--- src/rtl/cpu_pkg.sv ---
// rtl/cpu_pkg.sv - shared widths, byte/address types and prefetch fill-control states
package cpu_pkg;

  localparam int AW = 16;
  localparam int DW = 8;

  typedef logic [AW-1:0] addr_t;
  typedef logic [DW-1:0] byte_t;

  typedef enum logic [1:0] {
    PF_FILL,
    PF_HOLD,
    PF_FLUSH
  } pf_state_t;

endpackage

--- src/rtl/byte_fifo.sv ---
// rtl/byte_fifo.sv - small byte FIFO with flush, occupancy count and registered head output
module byte_fifo #(
  parameter int DW    = 8,
  parameter int DEPTH = 4
) (
  input  logic                     clk,
  input  logic                     reset,
  input  logic                     push,
  input  logic [DW-1:0]            push_data,
  input  logic                     pop,
  input  logic                     flush,
  output logic [DW-1:0]            head,
  output logic [$clog2(DEPTH):0]   count
);

  localparam int PW = $clog2(DEPTH);
  localparam int CW = PW + 1;

  logic [DW-1:0] mem [DEPTH];
  logic [PW-1:0] rd_ptr;
  logic [PW-1:0] wr_ptr;
  logic [PW-1:0] rd_next;
  logic          do_push;
  logic          do_pop;

  assign do_pop  = pop && (count != '0);
  assign do_push = push && ((count != CW'(DEPTH)) || do_pop);
  assign rd_next = rd_ptr + PW'(1);

  always_ff @(posedge clk or posedge reset) begin
    if (reset) begin
      rd_ptr <= '0;
      wr_ptr <= '0;
      count  <= '0;
      head   <= '0;
    end else if (flush) begin
      rd_ptr <= '0;
      wr_ptr <= '0;
      count  <= '0;
    end else begin
      if (do_push) wr_ptr <= wr_ptr + PW'(1);
      if (do_pop)  rd_ptr <= rd_next;
      if (do_push && !do_pop)      count <= count + CW'(1);
      else if (do_pop && !do_push) count <= count - CW'(1);
      // Head register always mirrors the entry at rd_ptr so byte_data needs no read mux.
      if (do_pop)
        head <= (count == CW'(1)) ? push_data : mem[rd_next];
      else if (do_push && (count == '0))
        head <= push_data;
    end
  end

  always_ff @(posedge clk) begin
    if (do_push && !flush) mem[wr_ptr] <= push_data;
  end

endmodule

--- src/rtl/instr_prefetch.sv ---
// rtl/instr_prefetch.sv - byte-wide instruction prefetch with redirect flush and memory-port yield
// Optional PREFETCH_PERF_EN adds saturating flush/stall performance counters.
module instr_prefetch #(
  parameter int             AW         = 16,
  parameter int             DW         = 8,
  parameter int             DEPTH      = 4,
  parameter logic [AW-1:0]  RESET_ADDR = '0
) (
  input  logic           clk,
  input  logic           reset,
  input  logic           mem_grant,
  output logic           mem_rd_en,
  output logic [AW-1:0]  mem_addr,
  input  logic [DW-1:0]  mem_rdata,
  input  logic           redirect,
  input  logic [AW-1:0]  redirect_addr,
  output logic           byte_valid,
  output logic [DW-1:0]  byte_data,
  input  logic           byte_pop,
  output logic [AW-1:0]  head_addr
`ifdef PREFETCH_PERF_EN
  ,
  output logic [15:0]    perf_flush_cnt,
  output logic [15:0]    perf_stall_cnt
`endif
);

  import cpu_pkg::*;

  localparam int CW = $clog2(DEPTH) + 1;

  pf_state_t      state;
  pf_state_t      state_next;
  logic [AW-1:0]  fetch_addr;
  logic           inflight;
  logic           discard;
  logic           push;
  logic           pop;
  logic           credit_ok;
  logic [CW-1:0]  count;
  logic [CW:0]    used;

  // Credits count both stored bytes and the read still on its way back.
  assign used       = {1'b0, count} + {{CW{1'b0}}, inflight};
  assign credit_ok  = used < (CW+1)'(DEPTH);
  assign push       = inflight && !redirect && !((state == PF_FLUSH) && discard);
  assign byte_valid = (count != '0);
  assign pop        = byte_pop && byte_valid && !redirect;
  assign mem_addr   = fetch_addr;

  byte_fifo #(
    .DW    (DW),
    .DEPTH (DEPTH)
  ) u_fifo (
    .clk       (clk),
    .reset     (reset),
    .push      (push),
    .push_data (mem_rdata),
    .pop       (pop),
    .flush     (redirect),
    .head      (byte_data),
    .count     (count)
  );

  always_ff @(posedge clk or posedge reset) begin
    if (reset) state <= PF_FILL;
    else       state <= state_next;
  end

  always_comb begin
    state_next = state;
    mem_rd_en  = 1'b0;
    if (redirect) begin
      state_next = PF_FLUSH;
    end else if (mem_grant && credit_ok && !reset) begin
      mem_rd_en  = 1'b1;
      state_next = PF_FILL;
    end else begin
      state_next = PF_HOLD;
    end
  end

  always_ff @(posedge clk or posedge reset) begin
    if (reset) begin
      fetch_addr <= RESET_ADDR;
      head_addr  <= RESET_ADDR;
      inflight   <= 1'b0;
      discard    <= 1'b0;
    end else begin
      inflight <= mem_rd_en;
      discard  <= redirect && inflight;
      if (redirect) begin
        fetch_addr <= redirect_addr;
        head_addr  <= redirect_addr;
      end else begin
        if (mem_rd_en) fetch_addr <= fetch_addr + AW'(1);
        if (pop)       head_addr  <= head_addr + AW'(1);
      end
    end
  end

`ifdef PREFETCH_PERF_EN
  always_ff @(posedge clk or posedge reset) begin
    if (reset) begin
      perf_flush_cnt <= '0;
      perf_stall_cnt <= '0;
    end else begin
      if (redirect && (perf_flush_cnt != 16'hFFFF))
        perf_flush_cnt <= perf_flush_cnt + 16'd1;
      if (!byte_valid && !redirect && (perf_stall_cnt != 16'hFFFF))
        perf_stall_cnt <= perf_stall_cnt + 16'd1;
    end
  end
`endif

endmodule
--- config.mk ---
export PLATFORM = sky130hd
export DESIGN_NAME = instr_prefetch
export DESIGN_NICKNAME = d
export VERILOG_FILES = /design/src/rtl/cpu_pkg.sv /design/src/rtl/byte_fifo.sv /design/src/rtl/instr_prefetch.sv
export SDC_FILE = /design/constraint.sdc
export NUM_CORES = 1
export LEC_CHECK = 0
export ABC_AREA = 1
export BUFFER_PORTS_ARGS = -buffer_cell sky130_fd_sc_hd__buf_4
export CORE_MARGIN = 2
export CORE_UTILIZATION = 56
export DETAILED_ROUTE_END_ITERATION = 12
export MAX_ROUTING_LAYER = met4
export PLACE_DENSITY = 0.8
export SETUP_SLACK_MARGIN = 0.3
export SLEW_MARGIN = 30
export SYNTH_ARGS = -nofsm -noshare
export SYNTH_HDL_FRONTEND = slang
export SYNTH_SLANG_ARGS = --single-unit
--- constraint.sdc ---
create_clock -name clk -period 3.5 [get_ports clk]
set_input_delay 0.525 -clock clk [delete_from_list [all_inputs] [get_ports clk]]
set_output_delay 0.525 -clock clk [all_outputs]
set_load 0.02 [all_outputs]
# ---- Word level (Yosys, flattened, before mapping)
# Memory sizes are Yosys's and may differ from the RTL's.
# Index checks and enable logic that the tools add are counted.
dict set report classes {
  multipliers 0
  order_cmp 1
  bitwise 1
  n_mux 20
  add_sub_neg 7
  n_reduce_logical 29
  n_div 0
  shift 0
  eq_ne 3
}
# op count
set op_table {}
lappend op_table {{16-bit two-way mux} 4}
lappend op_table {{16-bit by 1-bit adder with 16-bit output (second input constant)} 2}
lappend op_table {{8-bit two-way mux} 3}
lappend op_table {{1-bit logical AND} 14}
lappend op_table {{2-bit two-way mux} 5}
lappend op_table {{2-bit nonzero test} 5}
lappend op_table {{3-bit two-way mux} 3}
lappend op_table {{3-bit nonzero test} 2}
lappend op_table {{1-bit logical NOT} 5}
lappend op_table {{1-bit two-way mux} 5}
lappend op_table {{2-bit by 1-bit adder with 2-bit output (second input constant)} 2}
lappend op_table {{3-bit by 1-bit adder with 4-bit output} 1}
lappend op_table {{4-bit by 3-bit < comparator with 1-bit output (second input constant)} 1}
lappend op_table {{3-bit by 1-bit adder with 3-bit output (second input constant)} 1}
lappend op_table {{3-bit by 1-bit == test with 1-bit output (second input constant)} 1}
lappend op_table {{3-bit logical NOT} 1}
lappend op_table {{3-bit inequality test (second input constant)} 1}
lappend op_table {{3-bit by 1-bit subtractor with 3-bit output (second input constant)} 1}
lappend op_table {{2-bit == test (second input constant)} 1}
lappend op_table {{2-bit AND reduction} 1}
lappend op_table {{1-bit logical OR} 1}
lappend op_table {{1-bit inverter} 1}
dict set report word_totals {
  inputBits 29
  wordCells 71
  ramBits 32
  ff_bits 51
  out_inout_bits 42
  mem_bits_ro 0
  n_memories 1
  latch_bits 0
}
# name words width rd rd_clocked_by_memory_dff wr line
set memory_table {}
lappend memory_table {u_fifo.mem 4 8 1 0 1 byte_fifo.sv:19} ;# logic [DW-1:0] mem [DEPTH];

# ---- Logic depth before layout (Yosys ltp)
dict set report logic_depth {
  word_depth 11
  ltp_mapped 10
  depth_no_buf 10
}

# ---- Hierarchy
# A second synthesis with hierarchy kept.
dict set report hier_totals {
  cells_unflattened 531
  hier_area_um2 4453.0
}
# module area_each_um2 cells_each n_inst seq_area_each_um2
set modules_own_cells {}
lappend modules_own_cells {byte_fifo 2238.4 236 1 1336.3}
lappend modules_own_cells {instr_prefetch 2214.6 295 1 900.9}

# ---- Worst setup path before layout
# No wires, ideal clock.
dict set report synth_timing {
  path_type {reg2reg}
  from {reg u_fifo.count[0]}
  to {mem u_fifo.mem[0][0], enable pin}
  setup_ns 0.371
  arrival_time_ns 1.517
  required_time_ns 3.129
  slack_ns 1.613
  stages_incl_launch_ff 8
  synth_period_minus_slack_ns 1.887
  path_buffers 0
  path_cell_list {dfrtp_1 inv_1 ha_1 nand2_4 nand3_4 inv_2 o21ai_2 nor2_1}
}
dict set report synth_via {
  elab_chain_len 9
  elab_cells_between_ends 10
  cone_classes {eq/ne (1); mux (2); reduce/logical (7)}
}
# item line
set synth_rtl {}
lappend synth_rtl {{start: declaration} byte_fifo.sv:13} ;# output logic [$clog2(DEPTH):0] count
lappend synth_rtl {{start signal: assignment} byte_fifo.sv:43} ;# if (do_push && !do_pop) count <= count + CW'(1);
lappend synth_rtl {{start signal: assignment} byte_fifo.sv:44} ;# else if (do_pop && !do_push) count <= count - CW'(1);
lappend synth_rtl {{3-bit nonzero test (*)} instr_prefetch.sv:47} ;# assign byte_valid = (count != '0);
lappend synth_rtl {{via byte_valid} instr_prefetch.sv:17} ;# output logic byte_valid,
lappend synth_rtl {{1-bit logical AND (2 in series)} instr_prefetch.sv:48} ;# assign pop = byte_pop && byte_valid && !redirect;
lappend synth_rtl {{1-bit logical AND (*)} byte_fifo.sv:26} ;# assign do_pop = pop && (count != '0);
lappend synth_rtl {{1-bit logical OR (*)} byte_fifo.sv:27} ;# assign do_push = push && ((count != CW'(DEPTH)) || do_pop);
lappend synth_rtl {{1-bit logical AND (*)} byte_fifo.sv:27}
lappend synth_rtl {{1-bit logical AND (*)} byte_fifo.sv:54} ;# if (do_push && !flush) mem[wr_ptr] <= push_data;
lappend synth_rtl {{1-bit two-way mux (*)} byte_fifo.sv:54}
lappend synth_rtl {{1-bit two-way mux (implied by the code) (*)} byte_fifo.sv:54}
lappend synth_rtl {{end: declaration} byte_fifo.sv:19}
# The timed path passes the listed nets; every way through them passes the cells marked *.

# ---- Worst setup path after layout
dict set report layout_timing {
  from {reg u_fifo.count[0]}
  to {mem u_fifo.mem[3][3], enable pin}
}
dict set report layout_via {
  elab_chain_len 9
  elab_cells_between_ends 10
  cone_classes {eq/ne (1); mux (2); reduce/logical (7)}
}
# item line
set layout_rtl {}
lappend layout_rtl {{3-bit nonzero test} {byte_fifo.sv:26, instr_prefetch.sv:47}}
lappend layout_rtl {{1-bit logical AND (2 in series)} instr_prefetch.sv:48}
lappend layout_rtl {{1-bit logical AND} byte_fifo.sv:26}
lappend layout_rtl {{1-bit logical OR (*)} byte_fifo.sv:27}
lappend layout_rtl {{1-bit logical AND (*)} byte_fifo.sv:27}
lappend layout_rtl {{1-bit logical AND (*)} byte_fifo.sv:54}
lappend layout_rtl {{1-bit two-way mux (*)} byte_fifo.sv:54}
lappend layout_rtl {{1-bit two-way mux (implied by the code) (*)} byte_fifo.sv:54}
# Mark *: on every way between the ends. The rest lies on a longest branch, timed or not.

==> results_dict.tcl <==
set metrics [dict create \
    drt_iter0_drc 285 \
    finalWorstPathRequiredPeriod_ns 2.29 \
    routed_wirelength_um 10600 \
    die_y_um 91.7 \
    syn_nets 563 \
    synth_area_per_cell_sq_um 8.22 \
    postCtsSetupBuffers 0 \
    synth_common_cells "nand2_1, inv_1, dfrtp_1" \
    post-synth-top-area-fraction 0.296 \
    ff2ff_path_depth 7 \
    fin_area_sq_um 5100 \
    viasPerCell 5.41 \
    grt_pass1_wl_um 17300 \
    hp-class "in -> async" \
    period_share 0.655 \
    syn2layout_area_growth_pct 18.5 \
    clk_pin_slew_worst_paths_ns 0.09 \
    final_nets 638 \
    root_buffer "clkbuf_8" \
    pwr_density_cell_nw_per_um2 561 \
    clk_latency_ns 0.36 \
    regToRegEndpoint "u_fifo.mem[3][3]" \
    grt_pass1_vias 3579 \
    gp_congestion 0.989 \
    switchingPower_uw 1100 \
    h-tree-depth 3 \
    vias 3805 \
    status "finished, final reports clean" \
    grt_overflow_total 0 \
    pwr-share-seq 0.449 \
    clkPwrFrac 0.224 \
    maxCapViolations 0 \
    grt_util_all_layers 0.273 \
    cp-start-kind "register" \
    synth_edf_count 32 \
    ys_ff_latch 83 \
    yosysUniqueCellTypes 34 \
    drive_above_1_share 0.172 \
    rsz0062_at_grt "false" \
    setup_tns_ns 0 \
    diodes 0 \
    cp.required_ns 3.49 \
    cp-end-kind "register" \
    yosysMostFrequentCell "nand2_1" \
    async_flop_share 0.614 \
    drc 0 \
    die_w_um 91.7 \
    synth_area_leaders "dfrtp_1, edfxtp_1, nand2_1" \
    cp_max_fo 12 \
    vdd_ir_drop_max_v 0.000244 \
    cts_sinks 83 \
    crit_type "reg -> reg" \
    finalClockSkew_ns 0.0131 \
    drt_first_pass_iters 8 \
    switching_share 0.383 \
    max_clock_freq_ghz 0.436 \
    clockBufferDepth 2 \
    wl_per_cell_um 15.1 \
    synthesis.area_sq_um 4310 \
    crit_arrival_ns 2.28 \
    n_fill_cell 599 \
    maxSlewViolCount 0 \
    p_leak_uw 0.00244 \
    dp_hpwl_um 7980 \
    antenna_left 0 \
    post_dp_cell_area_sq_um 4920 \
    grt_max_degree 35 \
    start_util 0.587 \
    r2r_slack_ns 1.21 \
    cts_hold_buf 0 \
    ys_warn_count 0 \
    worst_pin_slew_ns 0.722 \
    numCtsBuffers 9 \
    power.internal_uw 1770 \
    fp.dieArea_sq_um 8410 \
    hold_viol 0 \
    r2r_start "u_fifo.count[0]" \
    max_slew_margin 0.518 \
    comb_power_share 0.327 \
    portBuffers 70 \
    rows 31 \
    cts_tree "built" \
    ios 71 \
    synth_cells 524 \
    core_sq_um 7330 \
    post_cts_resized 0 \
    grt_antenna_before_repair 0 \
    synth_flop_cell "dfrtp_1" \
    synth_top_area_cell "dfrtp_1" \
    synth-seq-area-share 0.520 \
    setup_violations 0 \
]
critical path, stage by stage, from the launching register on:
cell,delay (ns)
dfrtp_1,0.40
inv_1,0.10
ha_1,0.27
nand2_4,0.11
nand3_4,0.14
inv_2,0.24
o21ai_2,0.15
nor2_1,0.52
cell type report:
cell class                 instances  area [sq um]  area share
inverter                          71           272      0.0532
clock inverter                     7          58.8      0.0115
multi-input combinational        362          1750       0.342
clock buffer                       9           124      0.0243
timing repair buffer              72           541       0.106
sequential                        83          2240       0.439
tap                               99           124      0.0243
how the worst max path moves through the flow:
stage / from / end / slack (ns) / cells after the start
after detailed placement: redirect / u_fifo.mem[1][2] / 1.05 / 6
final: u_fifo.count[0] / u_fifo.mem[3][3] / 1.21 / 7
after CTS: u_fifo.count[0] / u_fifo.mem[3][3] / 1.21 / 7
after global routing: u_fifo.count[0] / u_fifo.mem[1][7] / 0.99 / 7
after global placement: redirect / u_fifo.mem[2][2] / 1.14 / 6
after floorplan: u_fifo.count[0] / u_fifo.mem[0][0] / 1.61 / 7
state kept, by name, indices dropped and copies added (netlist names):
register,cells
mem_addr,16
discard,1
u_fifo.mem,32
state,2
inflight,1
head_addr,16
u_fifo.count,3
u_fifo.head,8
u_fifo.wr_ptr,2
u_fifo.rd_ptr,2
through the flow:
stage               total power (uW)  worst slack (ns)  hold slack, ns  cells  utilization
floorplan                       1880              1.61           0.479    524            -
global placement                2210              1.14           0.467    687        0.671
detailed placement              2240              1.05           0.471    687        0.671
CTS                             2870              1.21           0.303    703        0.696
global route                    3030             0.991           0.340    703        0.696
finish                          2860              1.21           0.283    703        0.696
routing by layer:
metal / track usage / vias up / wire, um
met5: - / - / 0
met4: 0.0985 / 0 / 238
met3: 0.0435 / 22 / 782
met2: 0.452 / 161 / 5210
met1: 0.342 / 1767 / 4370
li1: - / 1855 / -
cells in the final DEF, fill, tap and decap left out:
master	count
nand2_1	178
buf_4	72
inv_1	64
dfrtp_1	51
nand3_1	50
nor2_1	33
edfxtp_1	32
o21ai_0	31
ha_1	10
clkbuf_8	9
o211ai_1	8
nor3_1	8
a21oi_1	8
inv_2	6
inv_6	4
a31oi_1	4
o21bai_1	4
nand4_1	4
a22oi_1	4
nor2_2	3
xnor2_1	3
xor2_1	3
nand2_2	2
o21ai_1	2
clkinv_4	2
nand2_4	1
nand3_4	1
o21ai_2	1
nand3_2	1
o311ai_0	1
a21oi_4	1
o22ai_1	1
inv_8	1
clkinv_1	1
power groups by stage:
stage	Combinational (uW)	Sequential (uW)	Clock (uW)
finish	934	1290	642
global route	1040	1310	685
detailed placement	936	1300	0
CTS	939	1280	646
floorplan	484	1390	0
global placement	916	1300	0
cells by family (layout without fill, tap and decap cells):
logic type / count (synthesis) / count (layout) / share of synthesized area
compound gates: 65 / 65 / 0.0907
simple gates: 281 / 281 / 0.273
fa+ha+maj: 10 / 10 / 0.0291
buf+inv: 79 / 159 / 0.0750
xor+xnor: 6 / 6 / 0.0122
flops: 83 / 83 / 0.520
Note: power is estimated with default switching activity, not from simulation.
